### src/rtl/rc4_ksa_engine_pkg.sv
// rc4_ksa_engine_pkg
// Shared constants for the RC4 key-scheduling engine: FSM state encoding,
// operation mode encodings and the S-box depth.
package rc4_ksa_engine_pkg;

  localparam int S_DEPTH = 256;

  typedef logic [3:0] state_t;
  localparam state_t ST_IDLE    = 4'd0;
  localparam state_t ST_INIT_WR = 4'd1;
  localparam state_t ST_RD_I    = 4'd2;
  localparam state_t ST_WAIT_I  = 4'd3;
  localparam state_t ST_CALC_J  = 4'd4;
  localparam state_t ST_RD_J    = 4'd5;
  localparam state_t ST_WAIT_J  = 4'd6;
  localparam state_t ST_WR_I    = 4'd7;
  localparam state_t ST_WR_J    = 4'd8;
  localparam state_t ST_DONE    = 4'd9;

  typedef logic [1:0] mode_t;
  localparam mode_t MODE_INIT = 2'b00;  // identity fill only
  localparam mode_t MODE_KSA  = 2'b01;  // key shuffle only
  localparam mode_t MODE_BOTH = 2'b10;  // fill then shuffle
  localparam mode_t MODE_RSVD = 2'b11;  // ignored

endpackage

### src/rtl/rc4_ksa_engine_key_sel.sv
// rc4_key_sel
// Holds the key-byte index and selects the current key byte.
// The index wraps at KEY_BYTES-1 with a compare, so no divider is needed.
// Ports:
//   clk, reset : clock, async active-high reset
//   clr        : force index to 0 (held while the engine is not shuffling)
//   adv        : step index by one, wrapping after the last key byte
//   key        : latched key, byte k at key[8k+7:8k]
//   key_byte   : key byte at the current index
module rc4_key_sel
  import rc4_ksa_engine_pkg::*;
#(
  parameter int KEY_BYTES = 3
) (
  input  logic                   clk,
  input  logic                   reset,
  input  logic                   clr,
  input  logic                   adv,
  input  logic [8*KEY_BYTES-1:0] key,
  output logic [7:0]             key_byte
);

  localparam int KW = (KEY_BYTES > 1) ? $clog2(KEY_BYTES) : 1;
  localparam logic [KW-1:0] LAST = KW'(KEY_BYTES - 1);

  logic [KW-1:0]               kidx;
  logic [KEY_BYTES-1:0][7:0]   kb;

  assign kb       = key;
  assign key_byte = kb[kidx];

  always_ff @(posedge clk or posedge reset) begin
    if (reset)        kidx <= '0;
    else if (clr)     kidx <= '0;
    else if (adv)     kidx <= (kidx == LAST) ? '0 : kidx + 1'b1;
  end

endmodule

### src/rtl/rc4_ksa_engine.sv
// rc4_ksa_engine
// RC4 key-scheduling engine driving an external 256x8 S memory.
// Mode 00 fills S[i]=i, mode 01 runs the key shuffle on the current S
// contents, mode 10 does both. Memory outputs are registered and asserted
// in the same cycle the FSM sits in the corresponding state.
// Ports:
//   clk, reset  : clock, async active-high reset
//   start, mode : operation request (sampled in IDLE) and its mode
//   secret_key  : key, latched on accepted start
//   mem_rdata   : S read data, valid RD_LAT cycles after mem_addr
//   mem_addr, mem_wdata, mem_wren : S memory address / write port
//   busy, done  : operation in progress / one-cycle completion pulse
module rc4_ksa_engine
  import rc4_ksa_engine_pkg::*;
#(
  parameter int KEY_BYTES = 3,
  parameter int RD_LAT    = 1
) (
  input  logic                   clk,
  input  logic                   reset,
  input  logic                   start,
  input  logic [1:0]             mode,
  input  logic [8*KEY_BYTES-1:0] secret_key,
  input  logic [7:0]             mem_rdata,
  output logic [7:0]             mem_addr,
  output logic [7:0]             mem_wdata,
  output logic                   mem_wren,
  output logic                   busy,
  output logic                   done
);

  localparam logic [7:0] LAST_I = 8'(S_DEPTH - 1);
  localparam logic [1:0] WI_LAST = 2'(RD_LAT - 2);
  localparam logic [1:0] WJ_LAST = 2'(RD_LAT - 1);

  state_t                 state;
  mode_t                  mode_q;
  logic [8*KEY_BYTES-1:0] key_q;
  logic [7:0]             i, j, si, sj;
  logic [1:0]             wcnt;
  logic [7:0]             key_byte;
  logic [7:0]             j_nxt, sj_nxt;
  logic                   sj_cap;

  // Index is held at 0 outside the shuffle, which also resets it at entry.
  rc4_key_sel #(.KEY_BYTES(KEY_BYTES)) u_key_sel (
    .clk      (clk),
    .reset    (reset),
    .clr      (state == ST_IDLE || state == ST_INIT_WR),
    .adv      (state == ST_CALC_J),
    .key      (key_q),
    .key_byte (key_byte)
  );

  assign j_nxt = j + mem_rdata + key_byte;

  // WAIT_J spends RD_LAT-1 cycles waiting plus one capture cycle in which
  // mem_rdata holds S[j]; the capture feeds the registered write data of
  // WR_I directly so the write lands in the very next cycle.
  assign sj_cap = (state == ST_WAIT_J) && (wcnt == WJ_LAST);
  assign sj_nxt = sj_cap ? mem_rdata : sj;

  always_ff @(posedge clk or posedge reset) begin
    if (reset) begin
      state     <= ST_IDLE;
      mode_q    <= MODE_INIT;
      key_q     <= '0;
      i         <= '0;
      j         <= '0;
      si        <= '0;
      sj        <= '0;
      wcnt      <= '0;
      mem_addr  <= '0;
      mem_wdata <= '0;
      mem_wren  <= 1'b0;
      busy      <= 1'b0;
      done      <= 1'b0;
    end else begin
      mem_wren <= 1'b0;
      done     <= 1'b0;
      sj       <= sj_nxt;
      case (state)
        ST_IDLE: begin
          if (start && mode != MODE_RSVD) begin
            mode_q   <= mode;
            key_q    <= secret_key;
            i        <= '0;
            j        <= '0;
            busy     <= 1'b1;
            mem_addr <= '0;
            if (mode == MODE_KSA) begin
              state <= ST_RD_I;
            end else begin
              state     <= ST_INIT_WR;
              mem_wdata <= '0;
              mem_wren  <= 1'b1;
            end
          end
        end
        ST_INIT_WR: begin
          i <= i + 8'd1;
          if (i == LAST_I) begin
            if (mode_q == MODE_BOTH) begin
              state    <= ST_RD_I;
              j        <= '0;
              mem_addr <= '0;
            end else begin
              state <= ST_DONE;
              done  <= 1'b1;
              busy  <= 1'b0;
            end
          end else begin
            mem_addr  <= i + 8'd1;
            mem_wdata <= i + 8'd1;
            mem_wren  <= 1'b1;
          end
        end
        ST_RD_I: begin
          wcnt  <= '0;
          state <= (RD_LAT > 1) ? ST_WAIT_I : ST_CALC_J;
        end
        ST_WAIT_I: begin
          if (wcnt == WI_LAST) state <= ST_CALC_J;
          else                 wcnt  <= wcnt + 2'd1;
        end
        ST_CALC_J: begin
          si       <= mem_rdata;
          j        <= j_nxt;
          mem_addr <= j_nxt;
          wcnt     <= '0;
          state    <= ST_RD_J;
        end
        ST_RD_J: state <= ST_WAIT_J;
        ST_WAIT_J: begin
          if (sj_cap) begin
            mem_addr  <= i;
            mem_wdata <= sj_nxt;
            mem_wren  <= 1'b1;
            state     <= ST_WR_I;
          end else begin
            wcnt <= wcnt + 2'd1;
          end
        end
        ST_WR_I: begin
          // With i==j this rewrites the same address; WR_J then leaves si there.
          mem_addr  <= j;
          mem_wdata <= si;
          mem_wren  <= 1'b1;
          state     <= ST_WR_J;
        end
        ST_WR_J: begin
          i <= i + 8'd1;
          if (i == LAST_I) begin
            state <= ST_DONE;
            done  <= 1'b1;
            busy  <= 1'b0;
          end else begin
            state    <= ST_RD_I;
            mem_addr <= i + 8'd1;
          end
        end
        ST_DONE: state <= ST_IDLE;
        default: state <= ST_IDLE;
      endcase
    end
  end

endmodule

### config.mk
export PLATFORM = sky130hd
export DESIGN_NAME = rc4_ksa_engine
export DESIGN_NICKNAME = d
export VERILOG_FILES = /design/src/rtl/rc4_ksa_engine_pkg.sv /design/src/rtl/rc4_ksa_engine_key_sel.sv /design/src/rtl/rc4_ksa_engine.sv
export SDC_FILE = /design/constraint.sdc
export NUM_CORES = 1
export LEC_CHECK = 0
export CAP_MARGIN = 40
export CORE_MARGIN = 8
export CORE_UTILIZATION = 60
export DETAILED_ROUTE_END_ITERATION = 10
export GPL_TIMING_DRIVEN = 0
export PLACE_DENSITY = 0.9
export SKIP_LAST_GASP = 1
export SYNTH_ARGS = -nofsm -noshare
export SYNTH_HDL_FRONTEND = slang
export SYNTH_SLANG_ARGS = --single-unit
### constraint.sdc
create_clock -name clk -period 5.4 [get_ports clk]
set_clock_uncertainty 0.05 [all_clocks]
set_input_delay 1.08 -clock clk [delete_from_list [all_inputs] [get_ports clk]]
set_output_delay 1.08 -clock clk [all_outputs]
set_load 0.02 [all_outputs]
Word level (Yosys, flattened, before mapping)
Cells that the tools add are included.

operators by class
  add/sub/neg operators = 5
  magnitude comparators = 1
  equality and inequality tests = 27
  multiplexer cells = 44
  reduce and logical (&&, ||, !) cells = 22

operators by type and width
  operator                                       number
  two-way mux 8 bit                              11
  case mux 8 bit (6 select lines)                1
  case mux 4 bit (9 select lines)                1
  case mux 8 bit (4 select lines)                1
  two-way mux 4 bit                              6
  case mux 8 bit (3 select lines)                1
  != test 2 bit, second input constant           10
  adder 8 bit                                    2
  binary-select mux 8 bit (select 2 bit)         1
  == test 4 x 3 -> 1 bit, second input constant  4
  case mux 8 bit (2 select lines)                1
  AND reduction 5 bit                            3
  two-way mux 2 bit                              6
  two-way mux 1 bit                              11
  nonzero test 3 bit                             3
  adder 8 x 1 -> 8 bit, second input constant    1
  == test 4 x 2 -> 1 bit, second input constant  2
  == test 8 bit, second input constant           1
  AND reduction 4 bit                            2
  == test 2 bit, second input constant           3
  != test 2 x 1 -> 1 bit, second input constant  3
  case mux 2 bit (3 select lines)                1
  nonzero test 6 bit                             1
  adder 2 x 1 -> 2 bit, second input constant    2
  other kinds (17)                               21

word-level totals
  flip-flop bits (word level) = 85
  input bits = 37
  output and inout bits = 19

Depth between registers and ports, before layout
  depth after elaboration = 5
  depth in mapped cells = 14
  depth with buffers taken out = 13

Modules after synthesis
A second synthesis with hierarchy kept.

second synthesis, totals
  cells, all modules = 423
  area total of the unflattened synthesis = 4638.2 µm²

modules (own cells, without submodules)
  module          times used  cells each  area each (µm²)
  rc4_ksa_engine  1           394         4359.2
  rc4_key_sel     1           29          279.0

Least setup slack after synthesis
OpenSTA, ideal clock, no wires.

  path type = input-to-reg
  from = input mem_rdata[1]
  to = register mem_addr[7]
  library setup time = 0.126 ns
  data arrival time = 3.015 ns
  data required time = 5.224 ns
  path slack = 2.209 ns
  stages on the path = 10
  path buffers = 0
  cell sequence = fa_1 > ha_1 > inv_1 > fa_1 > nor2b_1 > o31a_1 > o22ai_1 > xnor2_1 > nor2_1 > a221o_1

on the way
  word-level cells in the longest chain between the ends = 3

ends and longest elaborated chain
  item                             line                   text
  start: declaration               rc4_ksa_engine.sv:24   input logic [7:0] mem_rdata,
  adder 8 bit (2 in series)        rc4_ksa_engine.sv:55   assign j_nxt = j + mem_rdata + key_byte;
  case mux 8 bit (6 select lines)  rc4_ksa_engine.sv:82   case (state)
  end signal: assignment           rc4_ksa_engine.sv:113  mem_addr <= i + 8'd1;
  end signal: assignment           rc4_ksa_engine.sv:129  mem_addr <= j_nxt;
  end signal: assignment           rc4_ksa_engine.sv:136  mem_addr <= i;
  end: declaration                 rc4_ksa_engine.sv:25   output logic [7:0] mem_addr,

Every way passes these cells.
A chain may end at the register's enable or synchronous reset.

Worst setup path in the final report
  from = register u_key_sel.kidx[0]
  to = register mem_addr[7]

on the way
  word-level cells in the longest chain between the ends = 4

ends and longest elaborated chain
  item                                     line                          text
  start: declaration                       rc4_ksa_engine_key_sel.sv:26  logic [KW-1:0] kidx;
  start signal: assignment                 rc4_ksa_engine_key_sel.sv:35  else if (adv) kidx <= (kidx == LAST) ? '0 : kidx + 1'b1;
  binary-select mux 8 bit (select 2 bit)   rc4_ksa_engine_key_sel.sv:30  assign key_byte = kb[kidx];
  two-way mux 8 bit (implied by the code)  rc4_ksa_engine_key_sel.sv:30
  adder 8 bit                              rc4_ksa_engine.sv:55
  case mux 8 bit (6 select lines)          rc4_ksa_engine.sv:82

Every way passes these cells. The select of a mux whose other input is x is not followed.

==> summary.md <==
| Metric | Value |
|---|---|
| Antenna viol nets, final | 0 |
| GPL Wtd Cong | roughly 0.92 |
| # DRC | 0 |
| Crit end category | register |
| Drt wl/cell | 18.9 um |
| Post-CTS resize count | 0 |
| Hold Vio Cnt, Final | 0 |
| Leak Pwr | 0.00259 uW |
| Maximum clock path buffer count | 2 |
| Initial antenna violation count | 0 |
| Syn_nets | about 510 |
| Total die area | approximately 11000 um2 |
| Synth Register Bits | between 80 and 90 |
| Crit path time final | between 3000 and 4000 ps |
| Tightest Pin Transition | approximately 730 ps |
| Layout area overhead | 19.4% |
| Largest net degree at the start of global routing | 67 |
| Fmax | between 200 and 300 MHz |
| Crit path kind | reg2reg |
| Power Total | roughly 1600 uW |
| Worst setup SP type | register |
| WP data arrival | just under 4000 ps |
| Post-synthesis instance area | about 4700 um2 |
| Worst path required time | 5590 ps |
| Power density over cell area | ~290 nW/um2 |
| Largest cells by area after synthesis | dfrtp_1 45%, mux2_2 8.6%, nand2_1 5.9% |
| Rel. slew slack | 51.6% |
| Area after DPL | 5440 um2 |
| Setup-failing EPs final | 0 |
| Cell accounting for the most synthesized area | dfrtp_1 |
| Setup TNS Final | 0 ps |
| Yosys cell types | 65 |
| Design area | 5650 um2 |
| Vias in the first global route | between 4000 and 5000 |
| Worst vdd ir | between 0.00015 and 0.0002 V |
| Post-synthesis sequential area ratio | 45.0% |
| Ys async rst share | between 90% and 100% |
| Layout cells sized above 1 | around 16% |
| Max Slew Vio Count | 0 |
| Reg2Reg Depth | 13 |
| Num rows | 32 |
| H-tree levels | 3 |
| GRT overflow | 0 |
| Clock transition at the registers of the reported paths | 90 ps |
| Post-CTS setup buffer count | 0 |
| Worst-Skew Late Latency | 360 ps |
| CTS Sinks | between 80 and 90 |
| Cells after Synth | approximately 460 |
| Hold Path Depth | 2 |
| Initial DRC Count | around 270 |
| Critical-path maximum fanout | 10 |
| GRT Total Usage | a little under a quarter |
| I/O Buffers | 55 |
| Die height | about 100 um |
| Via/cell ratio | 6.10 |
| Post-synth EDFFs | 0 |
| Cts hold-fix bufs | 0 |
| Filler cells | 557 |
| Clock root buffer | clkbuf_8 |
| I/O Pins | 56 |
| Yosys top cell area share | 45.0% |
| HPWL reported at the end of detailed placement | slightly above 9 mm |
| CTS tree | done |
| Die Span X | around 100 um |
| Fin crit share | 68.1% |
| Commonest non-fill, non-tap cell in the layout | dfrtp_1 |
| Drt pass-1 iters | 6 |
| Max-Cap Viols | 0 |
| Synth warn | 0 |
| Status | finished, final reports clean |
| Post-Route WL | between 10 and 15 mm |
| Commonest non-fill, non-tap cells in the layout | 85 x dfrtp_1, 74 x nand2_1, 55 x clkdlybuf4s50_1 |
| Vias post-DR | approximately 3900 |
| CTS Buf Count | 9 |
| Initial Util | between 60% and 70% |
| Synth Flop Type | dfrtp_1 |
| Core Area | about 7700 um2 |
| First-pass GRT wire length | slightly above 20 mm |
| Hold crit path type | reg2reg |
| # diodes | 0 |
| Final layout net count | a little under 600 |
| Synthesized area per cell | 10.3 um2 |
| RSZ-0062 raised after global routing | false |
layout make-up:
type                            instances  area, um2  area share, %
Clock buffer                           10        138           2.44
Inverter                               12       47.5          0.842
Timing Repair Buffer                   56        578           10.2
Multi-Input combinational cell        337       2410           42.6
Sequential cell                        85       2130           37.7
Clock inverter                          6       71.3           1.26
Buffer                                 25        149           2.64
Tap cell                              102        128           2.26
cell families (layout without fill, tap and decap cells):
group                      after synthesis  after routing  share of synthesized area, %
AOI/OAI and AO/OA                      115            115                          16.4
and+or+nand+nor                        137            137                          13.7
DFF                                     85             85                          45.0
adders and majority gates               17             17                          5.77
muxes                                   55             55                          12.6
buffers and inverters                   37            109                          4.10
xor gates and xnor gates                13             13                          2.41
Yosys cell counts, drive strengths merged (2+ instances only):
master / n
o21ai: 41
a21o: 3
o211ai: 3
nand3: 7
a22o: 15
a22oi: 3
and3: 2
nor2b: 8
inv: 12
a21oi: 16
ha: 9
xor2: 6
nand2: 74
or2: 2
or2b: 2
mux2i: 19
xnor2: 7
o221ai: 5
nor2: 22
nor3: 5
o22ai: 11
nand2b: 6
buf: 14
mux2: 36
clkbuf: 10
nand4: 2
a31oi: 2
fa: 8
a211oi: 2
and2: 2
dfrtp: 85
sequential cells by signal, summed over array words and instances (netlist names), 2 cells and up:
signal,count
key_q,24
sj,8
state,4
si,8
i,8
j,8
wcnt,2
mem_wdata,8
mem_addr,8
mode_q,2
u_key_sel.kidx,2
power breakdown:
group	internal (uW)	switching, uW
clock	230	241
combinational	216	202
sequential	678	47.3
total	1120	491
critical path, cell delays in order (launching register included):
cell and delay (ps):
dfrtp_1 390, buf_1 550, mux2i_1 250, o22ai_1 120
fa_1 540, ha_1 190, inv_1 70, fa_1 410
nor2b_1 190, o31a_1 170, o22ai_1 110, xnor2_1 140
nor2_1 90, a221o_1 280
worst paths after layout:
kind	start	endpoint	slack, ps
worst max-delay path	u_key_sel.kidx[0]	mem_addr[7]	1720
worst min-delay path	si[6]	si[6]	440
worst max register to register	u_key_sel.kidx[0]	mem_addr[7]	1720
worst min register to register	si[6]	si[6]	440
max in group asynchronous	reset	i[3]	3750
min in group asynchronous	reset	mem_wdata[2]	970
per-layer routing:
layer | part of all wire (%) | routed length, um | vias up | GRT usage, %
li1 | - | - | 1763 | -
met1 | 41 | 4850 | 1883 | 27.7
met2 | 48 | 5790 | 183 | 36.4
met3 | 7.9 | 940 | 35 | 5.34
met4 | 3.2 | 384 | 0 | 11.5
met5 | 0 | 0 | - | 0
through the flow:
stage	worst slack, ps	util (%)	cells	hold WS [ps]
global placement	847	70.3	616	408
CTS	1730	73.4	633	435
finish	1720	73.4	633	436
global route	1490	73.4	633	469
floorplan	2080	-	459	396
detailed placement	1410	70.7	617	415
Power figures use the tool's default switching activity.
